--- config.mk ---
export PLATFORM = sky130hd
export DESIGN_NAME = sync_fifo
export DESIGN_NICKNAME = d
export VERILOG_FILES = /design/src/rtl/sync_fifo.sv
export SDC_FILE = /design/constraint.sdc
export NUM_CORES = 1
export LEC_CHECK = 0
export CELL_PAD_IN_SITES_DETAIL_PLACEMENT = 0
export CELL_PAD_IN_SITES_GLOBAL_PLACEMENT = 2
export CORE_UTILIZATION = 44
export CTS_BUF_LIST = sky130_fd_sc_hd__clkbuf_8
export CTS_CLUSTER_DIAMETER = 150
export DETAILED_ROUTE_END_ITERATION = 6
export MAX_ROUTING_LAYER = met4
export PLACE_DENSITY_LB_ADDON = 0.1
export SLEW_MARGIN = 0
export SYNTH_ARGS = -nofsm -noshare
export SYNTH_HDL_FRONTEND = slang
export SYNTH_SLANG_ARGS = --single-unit
--- constraint.sdc ---
create_clock -name aclk -period 6.2 [get_ports aclk]
set_input_delay 0.62 -clock aclk [delete_from_list [all_inputs] [get_ports aclk]]
set_output_delay 0.62 -clock aclk [all_outputs]
set_load 0.005 [all_outputs]
--- src/rtl/sync_fifo.sv ---
// sync_fifo: single-clock first-word-fall-through FIFO.
//
// Buffers accelerator instruction words between a producer (push side) and a
// consumer (pop side). The head entry is always driven on r_data. This lets the
// consumer inspect a word before it pops it.
//
// Parameters
//   WIDTH  data word width in bits (>= 1)
//   DEPTH  number of storage entries (>= 2, need not be a power of two)
//
// Ports
//   aclk     in   clock, rising edge
//   aresetn  in   asynchronous active-low reset
//   w_en     in   push request
//   w_data   in   push data
//   r_en     in   pop request
//   r_data   out  head-of-queue word; stale while empty
//   full     out  DEPTH entries held (registered)
//   empty    out  no entries held (registered)
//   count    out  current occupancy
//   err_ovf  out  sticky: push attempted while full     (SYNC_FIFO_ERR_EN only)
//   err_udf  out  sticky: pop attempted while empty     (SYNC_FIFO_ERR_EN only)
//
// Optional feature macro: SYNC_FIFO_ERR_EN adds the sticky error flags.

module sync_fifo #(
    parameter int unsigned WIDTH = 32,
    parameter int unsigned DEPTH = 5,
    localparam int unsigned CW = $clog2(DEPTH + 1)
) (
    input  logic             aclk,
    input  logic             aresetn,
    input  logic             w_en,
    input  logic [WIDTH-1:0] w_data,
    input  logic             r_en,
    output logic [WIDTH-1:0] r_data,
    output logic             full,
    output logic             empty,
    output logic [CW-1:0]    count
`ifdef SYNC_FIFO_ERR_EN
    ,
    output logic             err_ovf,
    output logic             err_udf
`endif
);

    localparam int unsigned PW = $clog2(DEPTH);

    logic [WIDTH-1:0] mem [DEPTH];

    logic [PW-1:0] wr_ptr_q, wr_ptr_d;
    logic [PW-1:0] rd_ptr_q, rd_ptr_d;
    logic [CW-1:0] count_q, count_d;
    logic          full_q, full_d;
    logic          empty_q, empty_d;

    logic push;
    logic pop;

    // Acceptance uses only the registered flags, so a push into a full FIFO is
    // dropped even when a pop happens on the same edge.
    assign push = w_en & ~full_q;
    assign pop  = r_en & ~empty_q;

    always_comb begin
        wr_ptr_d = wr_ptr_q;
        rd_ptr_d = rd_ptr_q;
        count_d  = count_q;

        // Explicit wrap compare, since DEPTH may not be a power of two.
        if (push) begin
            wr_ptr_d = (wr_ptr_q == PW'(DEPTH - 1)) ? '0 : wr_ptr_q + PW'(1);
        end
        if (pop) begin
            rd_ptr_d = (rd_ptr_q == PW'(DEPTH - 1)) ? '0 : rd_ptr_q + PW'(1);
        end

        unique case ({push, pop})
            2'b10:   count_d = count_q + CW'(1);
            2'b01:   count_d = count_q - CW'(1);
            default: count_d = count_q;
        endcase

        full_d  = (count_d == CW'(DEPTH));
        empty_d = (count_d == '0);
    end

    always_ff @(posedge aclk or negedge aresetn) begin
        if (!aresetn) begin
            wr_ptr_q <= '0;
            rd_ptr_q <= '0;
            count_q  <= '0;
            full_q   <= 1'b0;
            empty_q  <= 1'b1;
        end else begin
            wr_ptr_q <= wr_ptr_d;
            rd_ptr_q <= rd_ptr_d;
            count_q  <= count_d;
            full_q   <= full_d;
            empty_q  <= empty_d;
        end
    end

    // Storage is deliberately not reset.
    always_ff @(posedge aclk) begin
        if (push) begin
            mem[wr_ptr_q] <= w_data;
        end
    end

    assign r_data = mem[rd_ptr_q];
    assign full   = full_q;
    assign empty  = empty_q;
    assign count  = count_q;

`ifdef SYNC_FIFO_ERR_EN
    logic err_ovf_q;
    logic err_udf_q;

    always_ff @(posedge aclk or negedge aresetn) begin
        if (!aresetn) begin
            err_ovf_q <= 1'b0;
            err_udf_q <= 1'b0;
        end else begin
            if (w_en && full_q) begin
                err_ovf_q <= 1'b1;
            end
            if (r_en && empty_q) begin
                err_udf_q <= 1'b1;
            end
        end
    end

    assign err_ovf = err_ovf_q;
    assign err_udf = err_udf_q;
`endif

endmodule

# Word-level counts from Yosys, hierarchy flattened
# Memories as Yosys holds them, arrays and structs flattened.
# Index checks and enable logic that the tools add are counted.
# word_totals
reg_bits	11
latch_bits	0
ram_bits	160
romBits	0
input_bits	36
output_inout_bits	37
word_cells	25
mem_count	1
# op_classes
add_sub_neg	4
multipliers	0
n_div	0
n_lt_le_gt_ge	0
n_eq_ne	5
shift	0
muxes	5
n_bitwise	4
reduce_logical	1
# mem_list
memory	words	word_bits	rd	rd_clocked_by_memory_dff	write_ports	line_no	source
mem	5	32	1	0	1	49	logic [WIDTH-1:0] mem [DEPTH];
# op_table
op	n
adder 3 x 1 -> 3 bit, second input constant	3
== test 3 bit, second input constant	3
2-to-1 mux 3 bit	2
case mux 3 bit (2 select lines)	1
zero test 3 bit	1
subtractor 3 x 1 -> 3 bit, second input constant	1
bitwise AND 1 bit	2
== test 2 x 1 -> 1 bit, second input constant	1
== test 2 bit, second input constant	1
2-to-1 mux 1 bit	2
inverter 1 bit	2

# Depth between registers and ports, before layout
# depth
word_depth	5
mapped_depth	8
depth_no_buf	6

# Worst setup path after synthesis
# No wires, ideal clock.
# synth_path
path_kind	input to register
startpoint	input port w_en
endpoint	memory mem[4][0] (enable)
setup_ns	0.513
t_arrival_ns	4.212
required_ns	5.687
setup_slack_ns	1.475
path_stages	3
n_path_buf	1
cell_sequence	nand2b_1 buf_2 nor4b_1
# synth_via
elab_chain_cells	3
# synth_rtl
element	line_no	source
start, declared	33	input logic w_en,
bitwise AND 1 bit	62	assign push = w_en & ~full_q;
2-to-1 mux 1 bit	106	if (push) begin
2-to-1 mux 1 bit (not written as such)	107	mem[wr_ptr_q] <= w_data;
end, declared	49	
# Every way passes these cells.

# Final worst setup path
# layout_path
startpoint	register rd_ptr_q[0]
endpoint	output port r_data[30]
# layout_via
elab_chain_cells	1
# layout_rtl
element	line_no	source
start, declared	52	logic [PW-1:0] rd_ptr_q, rd_ptr_d;
start signal, assigned	97	rd_ptr_q <= rd_ptr_d;
memory read (5 x 32 bit)	--	
end, declared	36	output logic [WIDTH-1:0] r_data,
# Every way passes these cells.

==> report_table.html <==
<table>
<tr><th>Metric</th><th>Value</th></tr>
<tr><th colspan="2">Timing</th></tr>
<tr><td>Worst Skew</td><td>8.00 ps</td></tr>
<tr><td>Period utilization</td><td>0.605</td></tr>
<tr><td>Unrepaired setup endpoints after global routing</td><td>false</td></tr>
<tr><td>Worst hold slack</td><td>532 ps</td></tr>
<tr><td>Final period demand of the worst path</td><td>3750 ps</td></tr>
<tr><td>Final Max Slew Viols</td><td>0</td></tr>
<tr><td>Number of setup violations in the final report</td><td>0</td></tr>
<tr><td>Maximum clock frequency</td><td>267 MHz</td></tr>
<tr><td>Hold Vio Cnt, Final</td><td>0</td></tr>
<tr><td>Worst relative slew slack</td><td>0.355</td></tr>
<tr><td>Slew at the pin closest to its max-slew limit</td><td>959 ps</td></tr>
<tr><td>Final worst slack</td><td>2450 ps</td></tr>
<tr><td>Setup total negative slack</td><td>0 ps</td></tr>
<tr><th colspan="2">Placement</th></tr>
<tr><td>Placer's final routability congestion estimate</td><td>0.677</td></tr>
<tr><td>Pre-CTS WS</td><td>2870 ps</td></tr>
<tr><td>Port bufs</td><td>72</td></tr>
<tr><td>Detailed placer's ending HPWL</td><td>7370 um</td></tr>
<tr><th colspan="2">Yosys</th></tr>
<tr><td>Synth Area in Compound Gates</td><td>0.132</td></tr>
<tr><td>Synthesized area per cell</td><td>17.8 um2</td></tr>
<tr><td>Number of enable flip-flop cells after synthesis</td><td>160</td></tr>
<tr><td>Syn Inst Count</td><td>399</td></tr>
<tr><td>Dominant cells by area after synthesis</td><td>sky130_fd_sc_hd__edfxtp_1 67%, sky130_fd_sc_hd__a221oi_2 6.7%, sky130_fd_sc_hd__a211oi_2 5.3%, sky130_fd_sc_hd__mux2i_1 4.5%, sky130_fd_sc_hd__dfrtp_1 3.5%</td></tr>
<tr><td>Xor and xnor area share after synthesis</td><td>0.00369</td></tr>
<tr><td>Warnings, synthesis</td><td>0</td></tr>
<tr><td>Primary FF master, synth</td><td>sky130_fd_sc_hd__edfxtp_1</td></tr>
<tr><td>Post-synthesis share of cell area spent on full adders, half adders and majority gates</td><td>0.0116</td></tr>
<tr><td>Distinct cell type count after synthesis</td><td>37</td></tr>
<tr><td>Most frequent cell after synthesis</td><td>sky130_fd_sc_hd__edfxtp_1</td></tr>
<tr><td>Share of flip-flops with an asynchronous set or reset after synthesis</td><td>0.0643</td></tr>
<tr><td>Cell area after synthesis</td><td>0.00712 mm2</td></tr>
<tr><td>Register area share after synthesis</td><td>0.714</td></tr>
<tr><td>Seq cells post-synth</td><td>171</td></tr>
<tr><td>Combinational family with the most area after synthesis</td><td>compound AO/OA/AOI/OAI gates</td></tr>
<tr><td>Post-synthesis cell type with the largest combined area</td><td>sky130_fd_sc_hd__edfxtp_1</td></tr>
<tr><td>Simple-gate portion of the synthesized area</td><td>0.0453</td></tr>
<tr><td>List of most frequent post-synthesis cells</td><td>160 x sky130_fd_sc_hd__edfxtp_1, 36 x sky130_fd_sc_hd__inv_1, 34 x sky130_fd_sc_hd__nor2b_1, 32 x sky130_fd_sc_hd__a221oi_2, 32 x sky130_fd_sc_hd__mux2i_1</td></tr>
<tr><td>Net count after synthesis</td><td>441</td></tr>
<tr><td>Multiplexer share of the synthesized area</td><td>0.0487</td></tr>
<tr><td>Synth top area share</td><td>0.675</td></tr>
<tr><th colspan="2">Worst hold path</th></tr>
<tr><td>Class of the tightest hold or removal check</td><td>in2async</td></tr>
<tr><th colspan="2">CTS</th></tr>
<tr><td>Setup fix buffers added after clock tree synthesis</td><td>0</td></tr>
<tr><td>Root Buffer Master</td><td>sky130_fd_sc_hd__clkbuf_8</td></tr>
<tr><td>Maximum level of the CTS H-tree</td><td>4</td></tr>
<tr><td>Number of CTS-inserted buffers</td><td>17</td></tr>
<tr><td>CTS sink count</td><td>171</td></tr>
<tr><td>Clock-pin transition on the worst setup and hold timing paths</td><td>90 ps</td></tr>
<tr><td>Clock buffer depth</td><td>2</td></tr>
<tr><td>Count of hold buffers inserted by post-cts repair</td><td>0</td></tr>
<tr><td>PostCTS Resize Cnt</td><td>0</td></tr>
<tr><td>TritonCTS clock tree</td><td>done</td></tr>
<tr><td>Clock latency at the later pin of the worst-skew pair</td><td>450 ps</td></tr>
<tr><th colspan="2">Die</th></tr>
<tr><td>Number of top-level pins</td><td>73</td></tr>
<tr><td>Initial core utilization</td><td>0.450</td></tr>
<tr><td>Die extent in y</td><td>129 um</td></tr>
<tr><td>DIE AREA</td><td>0.0167 mm2</td></tr>
<tr><td>Horizontal die dimension</td><td>129 um</td></tr>
<tr><td>Floorplan core area</td><td>0.0158 mm2</td></tr>
<tr><td>Number of rows in the core area</td><td>46</td></tr>
<tr><th colspan="2">Finish</th></tr>
<tr><td>Fill cell count</td><td>1310</td></tr>
<tr><td>Share of post-route cells with drive strength above 1</td><td>0.237</td></tr>
<tr><td>Footprint of the flip-flops and latches</td><td>0.00509 mm2</td></tr>
<tr><td>Number of nets at the end of the flow</td><td>519</td></tr>
<tr><td>Multi-input gate area</td><td>0.00175 mm2</td></tr>
<tr><td>N_diodes</td><td>0</td></tr>
<tr><td>Synth-to-layout area growth</td><td>18.3%</td></tr>
<tr><th colspan="2">Worst setup path</th></tr>
<tr><td>Highest net fanout along the worst path</td><td>52</td></tr>
<tr><td>Critical path start-end classification</td><td>reg2out</td></tr>
<tr><td>CP Data Required Time</td><td>5580 ps</td></tr>
<tr><td>Critical Path Source Type</td><td>flop</td></tr>
<tr><td>Stage delay of the slowest cell on the critical path</td><td>860 ps</td></tr>
<tr><td>CP Cell Sequence</td><td>buf_4 &gt; mux2i_1 &gt; a221oi_2 &gt; clkdlybuf4s50_1</td></tr>
<tr><td>Arrival time of the worst setup path</td><td>3130 ps</td></tr>
<tr><td>Critical path capture point type</td><td>primary output</td></tr>
<tr><td>Cell type of the slowest stage on the worst timing path</td><td>sky130_fd_sc_hd__dfrtp_4</td></tr>
<tr><th colspan="2">Power</th></tr>
<tr><td>Leakage power</td><td>2.84 nW</td></tr>
<tr><td>Largest voltage drop on the vdd net</td><td>0.000197 V</td></tr>
<tr><td>Cell area power density</td><td>460 mW/mm2</td></tr>
<tr><td>Total power of the final layout</td><td>3.88 mW</td></tr>
<tr><th colspan="2">Status</th></tr>
<tr><td>Status</td><td>finished clean</td></tr>
<tr><th colspan="2">Route</th></tr>
<tr><td>Routed wire length</td><td>13100 um</td></tr>
<tr><td>Post-route DRC violation count</td><td>0</td></tr>
<tr><td>First-pass iteration count of the detailed router</td><td>4</td></tr>
<tr><td>Iteration-0 DRC count of the detailed router</td><td>183</td></tr>
<tr><td>Via count</td><td>3605</td></tr>
<tr><td>Number of routed nets with antenna violations</td><td>0</td></tr>
<tr><td>Vias per std cell</td><td>5.11</td></tr>
<tr><td>Detail-routed net length per standard cell</td><td>18.5 um</td></tr>
<tr><th colspan="2">Global route</th></tr>
<tr><td>Pin count of the biggest net entering global routing</td><td>53</td></tr>
<tr><td>Via count of the first global-routing pass</td><td>3736</td></tr>
<tr><td>Sum of overflow across all layers after global routing</td><td>0</td></tr>
<tr><td>Antenna violations before repair</td><td>0</td></tr>
<tr><td>Total routing resource utilization after global routing</td><td>0.175</td></tr>
<tr><td>Wire length of the first global-routing pass</td><td>20300 um</td></tr>
<tr><th colspan="2">Flow run</th></tr>
<tr><td>Count of max-cap constraint violations</td><td>0</td></tr>
</table>
## path summary, 6_finish.rpt
check / slack [ps] / startpoint / end / cells past startpoint
setup / recovery: 2450 / rd_ptr_q[0] / r_data[30] / 4
hold reg to reg: 630 / count[2] / empty / 2
hold / removal: 530 / aresetn / count[0] / 1
max in group asynchronous: 5240 / aresetn / rd_ptr_q[0] / 1
setup reg to reg: 3740 / full / mem[1][22] / 3
min in group aclk: 630 / count[2] / empty / 2
## critical path, delay by kind of cell (launching register included)
kind,cells,cell delay [ps]
AOI/OAI and AO/OA,1,310
buffers and inverters,2,1280
DFF,1,860
muxes,1,180
## cell families (layout without fill, tap and decap cells)
family                     after synthesis  in the layout
muxes                                   34             34
adders and majority gates                6              6
and+or+nand+nor                         51             51
xor gates and xnor gates                 3              3
DFF                                    171            171
buffers and inverters                   59            150
AOI/OAI and AO/OA                       75             75
## through the flow
stage          area, um2  instances   util
2_1_floorplan       7120        399      -
3_3_place_gp        8040        674  0.508
3_5_place_dp        8040        674  0.508
4_1_cts             8420        706  0.532
5_1_grt             8420        706  0.532
6_report            8420        706  0.532
## layout make-up
cell class | instances | share of cell area
Sequential cell | 171 | 0.604
Inverter | 36 | 0.0160
Timing Repair Buffer | 82 | 0.0945
Clock buffer | 17 | 0.0278
Clock inverter | 15 | 0.0180
Multi-Input combinational cell | 169 | 0.208
Tap cell | 216 | 0.0321
## per-layer routing
layer | global-route usage | vias up | share of wire
li1 | - | 1703 | -
met1 | 0.215 | 1820 | 0.46
met2 | 0.285 | 67 | 0.50
met3 | 0.0359 | 15 | 0.026
met4 | 0.0623 | 0 | 0.014
met5 | - | - | 0
## power breakdown
group	total (mW)	switching, mW	internal [mW]
combinational	1.48	0.727	0.755
clock	0.756	0.398	0.358
sequential	1.64	0.162	1.48
## flip-flops by register name, summed over array words and instances, names as in the netlist
signal	cells
full	1
empty	1
wr_ptr_q	3
rd_ptr_q	3
mem	160
count	3
## placed cells by master, fill, tap and decap left out, types with 3 or more instances in the layout
cell,synthesis,layout
sky130_fd_sc_hd__a211oi_1,3,3
sky130_fd_sc_hd__inv_1,36,37
sky130_fd_sc_hd__edfxtp_1,160,160
sky130_fd_sc_hd__dfrtp_1,10,8
sky130_fd_sc_hd__o21ai_0,4,4
sky130_fd_sc_hd__nor2b_1,34,34
sky130_fd_sc_hd__mux2i_1,32,32
sky130_fd_sc_hd__clkinv_4,0,4
sky130_fd_sc_hd__a221oi_2,32,32
sky130_fd_sc_hd__nor4_2,0,4
sky130_fd_sc_hd__buf_4,1,10
sky130_fd_sc_hd__ha_1,5,5
sky130_fd_sc_hd__clkbuf_8,0,17
sky130_fd_sc_hd__clkdlybuf4s50_1,0,72
sky130_fd_sc_hd__clkinv_2,0,4
sky130_fd_sc_hd__a211oi_2,30,30
(Power assumes the default switching activity.)
